File: src/rtl/hex_display_pkg.sv
// Shared constants and the active-low hex-to-7-segment decoder used by the display path.
package hex_display_pkg;

    localparam int unsigned DIGIT_W   = 4;
    localparam logic [7:0]  SEG_BLANK = 8'hFF;

    // Active-low segment pattern {g,f,e,d,c,b,a}
    function automatic logic [6:0] hex_to_seg(input logic [3:0] value);
        logic [6:0] pattern;
        case (value)
            4'h0:    pattern = 7'h40;
            4'h1:    pattern = 7'h79;
            4'h2:    pattern = 7'h24;
            4'h3:    pattern = 7'h30;
            4'h4:    pattern = 7'h19;
            4'h5:    pattern = 7'h12;
            4'h6:    pattern = 7'h02;
            4'h7:    pattern = 7'h78;
            4'h8:    pattern = 7'h00;
            4'h9:    pattern = 7'h10;
            4'hA:    pattern = 7'h08;
            4'hB:    pattern = 7'h03;
            4'hC:    pattern = 7'h46;
            4'hD:    pattern = 7'h21;
            4'hE:    pattern = 7'h06;
            default: pattern = 7'h0E;
        endcase
        return pattern;
    endfunction

endpackage

File: src/rtl/display_scan_mux.sv
// Time-multiplexed digit scanner: scan counter, digit index and registered anode/segment drive.
// Optional leading-zero blanking selected by defining LEADING_ZERO_BLANK_EN.
module display_scan_mux
    import hex_display_pkg::*;
#(
    parameter int unsigned DIGITS   = 4,
    parameter int unsigned SCAN_DIV = 50_000
) (
    input  logic                        clk_in,
    input  logic                        reset,
    input  logic [DIGIT_W*DIGITS-1:0]   count,
    input  logic [DIGITS-1:0]           dp_in,
    output logic [7:0]                  seg,
    output logic [DIGITS-1:0]           an
);

    localparam int unsigned SCAN_W = (SCAN_DIV > 1) ? $clog2(SCAN_DIV) : 1;
    localparam int unsigned IDX_W  = (DIGITS > 1) ? $clog2(DIGITS) : 1;

    logic [SCAN_W-1:0]         scan_cnt;
    logic [IDX_W-1:0]          idx;
    logic                      scan_step;
    logic [DIGIT_W-1:0]        digit_val;
    logic [DIGIT_W*DIGITS-1:0] upper_digits;
    logic                      blank;
    logic [7:0]                seg_next;
    logic [DIGITS-1:0]         an_next;

    assign scan_step = (scan_cnt == SCAN_W'(SCAN_DIV - 1));

    always_comb begin
        digit_val    = count[DIGIT_W*idx +: DIGIT_W];
        upper_digits = count >> (DIGIT_W * idx);
        blank        = 1'b0;
`ifdef LEADING_ZERO_BLANK_EN
        // Blank when this digit and every digit above it are zero; digit 0 always shows
        blank        = (idx != '0) && (upper_digits == '0);
`endif
        seg_next     = {~dp_in[idx], blank ? 7'h7F : hex_to_seg(digit_val)};
        an_next      = ~(DIGITS'(1) << idx);
    end

    // The digit currently indexed is latched onto the pins as the index moves on
    always_ff @(posedge clk_in) begin
        if (reset) begin
            scan_cnt <= '0;
            idx      <= '0;
            seg      <= SEG_BLANK;
            an       <= '1;
        end else if (scan_step) begin
            scan_cnt <= '0;
            seg      <= seg_next;
            an       <= an_next;
            idx      <= (idx == IDX_W'(DIGITS - 1)) ? '0 : idx + 1'b1;
        end else begin
            scan_cnt <= scan_cnt + 1'b1;
        end
    end

endmodule

File: src/rtl/multi_digit_hex_counter.sv
// N-digit hex up/down counter with tick prescaler, wrap carry pulse and multiplexed 7-seg drive.
// Define LEADING_ZERO_BLANK_EN to blank leading zero digits on the display.
module multi_digit_hex_counter
    import hex_display_pkg::*;
#(
    parameter int unsigned DIGITS   = 4,
    parameter int unsigned TICK_DIV = 25_000_000,
    parameter int unsigned SCAN_DIV = 50_000
) (
    input  logic                        clk_in,
    input  logic                        reset,
    input  logic                        load,
    input  logic                        count_en,
    input  logic                        up,
    input  logic [DIGIT_W*DIGITS-1:0]   data_in,
    input  logic [DIGITS-1:0]           dp_in,
    output logic [DIGIT_W*DIGITS-1:0]   count,
    output logic                        carry_out,
    output logic [7:0]                  seg,
    output logic [DIGITS-1:0]           an
);

    localparam int unsigned PRE_W = (TICK_DIV > 1) ? $clog2(TICK_DIV) : 1;

    logic [PRE_W-1:0] prescaler;
    logic             tick;
    logic             wrap;

    assign tick = count_en && (prescaler == PRE_W'(TICK_DIV - 1));
    assign wrap = up ? (count == '1) : (count == '0);

    always_ff @(posedge clk_in) begin
        if (reset) begin
            count     <= '0;
            prescaler <= '0;
            carry_out <= 1'b0;
        end else if (load) begin
            count     <= data_in;
            prescaler <= '0;
            carry_out <= 1'b0;
        end else begin
            carry_out <= tick && wrap;
            if (count_en)
                prescaler <= tick ? '0 : prescaler + 1'b1;
            if (tick)
                count <= up ? count + 1'b1 : count - 1'b1;
        end
    end

    display_scan_mux #(
        .DIGITS   (DIGITS),
        .SCAN_DIV (SCAN_DIV)
    ) u_scan (
        .clk_in (clk_in),
        .reset  (reset),
        .count  (count),
        .dp_in  (dp_in),
        .seg    (seg),
        .an     (an)
    );

endmodule
File: config.mk
export PLATFORM = sky130hd
export DESIGN_NAME = multi_digit_hex_counter
export DESIGN_NICKNAME = d
export VERILOG_FILES = /design/src/rtl/hex_display_pkg.sv /design/src/rtl/display_scan_mux.sv /design/src/rtl/multi_digit_hex_counter.sv
export SDC_FILE = /design/constraint.sdc
export NUM_CORES = 1
export LEC_CHECK = 0
export CAP_MARGIN = 40
export CELL_PAD_IN_SITES_DETAIL_PLACEMENT = 1
export CELL_PAD_IN_SITES_GLOBAL_PLACEMENT = 2
export CORE_MARGIN = 2
export CORE_UTILIZATION = 33
export CTS_CLUSTER_DIAMETER = 80
export CTS_CLUSTER_SIZE = 28
export DETAILED_ROUTE_END_ITERATION = 7
export PLACE_DENSITY = 0.85
export SYNTH_ARGS = -nofsm -noshare
export SYNTH_HDL_FRONTEND = slang
export SYNTH_SLANG_ARGS = --single-unit
export TNS_END_PERCENT = 20
File: constraint.sdc
create_clock -name clk_in -period 2.62 [get_ports clk_in]
set_input_delay 0.393 -clock clk_in [delete_from_list [all_inputs] [get_ports clk_in]]
set_output_delay 0.393 -clock clk_in [all_outputs]
set_load 0.01 [all_outputs]
; ---- After elaboration in Yosys (flattened, before gate mapping)
; Memories as Yosys holds them, arrays and structs flattened. A register that Yosys moved wholly into a read port is not among the register bits.
; Cells that the tools add are included.
[totals]
reg_bits = 72
input_bits = 25
wordCells = 36
out_inout_bits = 29
romBits = 112
n_memories = 1
[memory_table]
columns = name, depth, word_bits, rd, rd_ports_with_merged_regs, write_ports, line
row1 = (name not given), 16, 7, 1, 1, 0, hex_display_pkg.sv:10  ; case (value)
[classes]
reduce_logical = 6
n_mux = 8
bitwise = 2
n_lt_le_gt_ge = 1
n_eq_ne = 4
addsub = 5
shifts = 2
[op_table]
columns = op, count
row1 = $mux W16, 3
row2 = $add A16 B1 Y16 const B, 2
row3 = $eq A16 B16 Y1 const B, 2
row4 = $add A25 B1 Y25 const B, 1
row5 = $eq A25 B25 Y1 const B, 1
row6 = $mux W25, 1
row7 = $logic_not A16 Y1, 1
row8 = $shiftx A16 B5 Y4, 1
row9 = $sub A16 B1 Y16 const B, 1
row10 = $not A4 Y4, 1
row11 = $reduce_or A2 Y1, 2
row12 = $shl A1 B2 Y4 const A, 1
row13 = $lt A2 B3 Y1 const B, 1
row14 = $add A2 B1 Y2 const B, 1
row15 = $bmux W1 S2, 1
row16 = $eq A2 B2 Y1 const B, 1
row17 = $logic_and A1 B1 Y1, 2
row18 = $mux W1, 2
row19 = $mux W2, 1
row20 = $reduce_bool A2 Y1, 1
row21 = $not A1 Y1, 1

; ---- Depth between registers and ports, before layout
[logic_depth]
word_depth = 4
depth_mapped = 10
depth_no_buf = 9

; ---- Modules after synthesis
; Synthesis repeated with hierarchy kept, for this count alone.
[unflattened]
cells_unflattened = 515
area_unflattened_um2 = 4354.2
[by_module_without_submodules]
columns = module, seq_area_each_um2, area_per_inst_um2, cells_each, n_inst
row1 = multi_digit_hex_counter, 840.8, 2676.3, 338, 1
row2 = display_scan_mux, 600.6, 1677.9, 177, 1

; ---- Least setup slack after synthesis
; OpenSTA, ideal clock, no wires.
[synth_path]
path_kind = input -> register
start = input up
end = register count[14]
path_stages = 8
setup_time_ns = 0.127
required_time_ns = 2.493
n_path_buf = 0
setup_slack_ns = 0.239
arrival_time_ns = 2.254
path_cell_list = inv_1 > ha_1 > nor2b_1 > o2111a_1 > nor4_1 > o31ai_1 > nor4bb_1 > or3_1
[synth_between]
elab_chain_cells = 3
[synth_lines]
columns = element, line
row1 = start: declaration, multi_digit_hex_counter.sv:14  ; input logic up,
row2 = $mux W16, multi_digit_hex_counter.sv:46  ; count <= up ? count + 1'b1 : count - 1'b1;
row3 = $mux W16, multi_digit_hex_counter.sv:45  ; if (tick)
row4 = $mux W16, multi_digit_hex_counter.sv:37  ; end else if (load) begin
row5 = end signal: assignment, multi_digit_hex_counter.sv:38  ; count <= data_in;
row6 = end signal: assignment, multi_digit_hex_counter.sv:46
row7 = end: declaration, multi_digit_hex_counter.sv:17  ; output logic [DIGIT_W*DIGITS-1:0] count,
; No other way between the ends. The select of a mux whose other input is x is not followed.
; A chain may end at the register's enable or synchronous reset.

; ---- Final worst setup path
; Ends and elaborated chain as after synthesis.

==> metrics.csv <==
stage;metric;value;unit
setup_path;Crit path required time;2850;ps
setup_path;R2R Path Start;prescaler[12]$_SDFFE_PP0P_;
detailed_routing;vias per cell;5.26;
floorplanning;core box area;12500;um^2
logic_synthesis;post-synthesis cell count;508;
place;Cells after DPL;771;
cells_and_area;Non-Filler Instances;788;
setup_path;CP Capture Type;register;
sta;final setup skew;7.45;ps
sta;post-layout min period;2530;ps
setup_path;CP Launch Type;input pin;
global_route;GR peak layer;met2;
detailed_routing;initial DRC count;158;
logic_synthesis;top-count cell post-synth;nor2_1;
clock_network;CTS Hold Bufs;0;
global_route;met2 Usage GRT;34.0;%
clock_network;clk sink count;72;
detailed_routing;first drt pass iteration count;4;
sta;sum of negative setup slack;0;ps
global_route;met3 Use GR;4.12;%
cells_and_area;Finished Core Util;45.9;%
clock_network;Clk Latency, worst-skew pair;350;ps
status;status;completed;
setup_path;CP Max Fanout;8;
logic_synthesis;Seq cells post-synth;72;
cells_and_area;Final #Nets;663;
min_path;Worst Hold Endpoint;u_scan.seg[7]$_SDFFE_PP1P_;
clock_network;Inserted Clock Buffers;9;
floorplanning;chip width;117;um
detailed_routing;drt total wl;12900;um
logic_synthesis;Mapped Area;4200;um^2
setup_path;Crit Path Category;input pin to register;
floorplanning;initial core utilization;33.6;%
logic_synthesis;synthesized area per cell;8.28;um^2
logic_synthesis;Synth Warn #;0;
run;max-capacitance violation count;0;
place;Detailed Place HPWL;9700;um
global_route;aggregate global routing overflow;0;
sta;final worst path period share;96.6;%
cells_and_area;share of layout cells above drive strength 1;16.9;%
global_route;largest net degree at the start of global routing;24;
logic_synthesis;distinct cell type count after synthesis;58;
power_and_ir_drop;worst vdd ir;259;uV
place;port bufs;53;
setup_path;CP max stage delay;500;ps
global_route;first-pass GRT wire length;20900;um
detailed_routing;DR WL/cell;16.3;um
global_route;GRT Resource Usage Total;19.6;%
floorplanning;die area;13700;um^2
floorplanning;Die Y;117;um
min_path;Min-Delay Path Class;register to register;
power_and_ir_drop;PwrDens;525;nW/um^2
sta;count of final setup violators;0;
min_path;hold depth;1;
setup_path;worst reg2reg setup slack;180;ps
detailed_routing;via count;4143;
sta;RSZ-0062 raised after global routing;true;
setup_path;worst-path cell with the longest stage delay;clkdlybuf4s50_1;
sta;Slew headroom;53.6;%
clock_network;CTS tree;done;
sta;f_max;395;MHz
power_and_ir_drop;Leakage Power;2.20;nW
setup_path;critical path cell sequence;clkdlybuf4s50_1 > inv_2 > buf_4 > ha_1 > inv_1 > o21bai_2 > nor4_4 > o31ai_2 > a2111oi_2 > or3_1;
setup_path;R2R depth;6;
floorplanning;Top Ports;54;
min_path;Worst Hold Launch;u_scan.seg[7]$_SDFFE_PP1P_;
clock_network;CTS Buffer Depth;2;
clock_network;H-tree depth;3;
sta;Final Hold Viols;0;
clock_network;Worst-path clk slew;60;ps
floorplanning;Row Count;41;
global_route;met1 Usage GRT;23.9;%
place;Final Wtd Congestion;0.822;
global_route;vias in the first global route;4346;
cells_and_area;synthesis-to-layout area growth;36.6;%
global_route;initial antenna violation count;0;
logic_synthesis;Primary FF master, synth;dfxtp_1;
logic_synthesis;syn_nets;560;
logic_synthesis;Yosys top cell area share;34.3;%
logic_synthesis;Seq/Total Area, Yosys;34.3;%
sta;worst-margin pin slew;696;ps
cells_and_area;# diodes;0;
logic_synthesis;Synth top cells by count;nor2_1, dfxtp_1, nand2_1, a21oi_1, ha_1;
logic_synthesis;most area-consuming cells after synthesis;dfxtp_1, ha_1, nor2_1;
logic_synthesis;Yosys top cell by area;dfxtp_1;
detailed_routing;residual DRC count;0;
clock_network;clock root buffer;clkbuf_16;
logic_synthesis;Post-synth EDFFs;0;
setup_path;crit path from;up;
place;DP Area;5320;um^2
logic_synthesis;share of flip-flops with an asynchronous set or reset;0;%
setup_path;worst r2r dst;count[14]$_SDFFE_PP0P_;
cells_and_area;final instance area;5740;um^2
sta;max-slew violations;0;
detailed_routing;remaining antenna violation count;0;
setup_path;CP Data Arrival Time;2760;ps
==> cells by family (layout without fill, tap and decap cells) <==
| kind of cell | Yosys count | after routing | share of synthesized area (%) |
|---|---|---|---|
| simple gates | 215 | 215 | 24.9 |
| compound gates | 90 | 90 | 14.6 |
| flops | 72 | 72 | 34.3 |
| buf+inv | 48 | 156 | 4.52 |
| xor+xnor | 46 | 46 | 9.58 |
| fa+ha+maj | 27 | 27 | 8.21 |
| mux | 10 | 10 | 3.93 |
==> routing by layer <==
metal,vias to the layer above,share of wire [%]
met5,-,0
met4,0,1.8
met3,17,4.2
met2,69,49
met1,2042,45
li1,2015,-
==> through the flow <==
step / setup WS, ps / hold slack (ps) / power, mW
CTS: 18.2 / 463 / 3.02
detailed placement: -399 / 448 / 1.64
global route: -55.7 / 477 / 3.15
finish: 89.0 / 458 / 3.01
global placement: -311 / 444 / 1.62
floorplan: 239 / 426 / 1.41
==> layout by cell type (no fill, tap or decap), types with 4 or more instances in the layout <==
cell type and count:
a211o_1 11, a21oi_1 26, a221oi_1 4, a311oi_1 5, a31oi_1 5, and3_1 9, buf_4 61, clkbuf_16 9
clkdlybuf4s50_1 53, dfxtp_1 72, ha_1 23, inv_1 23, mux4_2 5, nand2_1 50, nand3_1 15, nand4_1 13
nor2_1 78, nor2b_1 4, nor3_1 12, nor4_1 8, o21ai_0 9, or3_1 5, xnor2_1 22, xor2_1 24
==> registers in the layout (all words and copies together), names as in the netlist <==
signal / cells
prescaler: 25
count: 16
u_scan.scan_cnt: 16
u_scan.seg: 8
u_scan.an: 4
u_scan.idx: 2
carry_out: 1
==> critical path, delay by kind of cell <==
family | cells | cell delay, ps
adder cells (fa/ha/maj) | 1 | 340
AND/OR/NAND/NOR | 2 | 480
AO/OA/AOI/OAI | 3 | 690
buffers and inverters | 4 | 850
==> layout make-up <==
type                            count  area (um^2)
Sequential cell                    72         1440
Clock inverter                      7          103
Clock buffer                        9          225
Multi-Input combinational cell    388         2660
Timing Repair Buffer              115         1010
Fill cell                        1514         6770
Tap cell                          172          215
Inverter                           25         93.8
==> worst max-delay path by stage <==
stage                             end  slack [ps]
4_1_cts        count[14]$_SDFFE_PP0P_          20
3_5_place_dp   count[14]$_SDFFE_PP0P_        -400
3_3_place_gp   count[14]$_SDFFE_PP0P_        -310
2_1_floorplan  count[14]$_SDFFE_PP0P_         240
6_report       count[14]$_SDFFE_PP0P_          90
5_1_grt        count[14]$_SDFFE_PP0P_         -60
==> where the power goes <==
group / switching, mW / total [mW] / internal, mW / leakage (nW)
Sequential: 0.0331 / 1.15 / 1.12 / 0.585
Combinational: 0.246 / 0.500 / 0.254 / 1.46
Clock: 0.522 / 1.37 / 0.843 / 0.157
Total: 0.802 / 3.01 / 2.21 / 2.20
==> what timing repair did <==
action                                  CTS  global route
endpoints found under the setup margin    1             5
endpoints found under the hold margin     0             0
pin swaps                                 0             4
setup buffers                             0             1
resized for setup                         2            14
No activity file was read; power rests on OpenSTA's default activity.
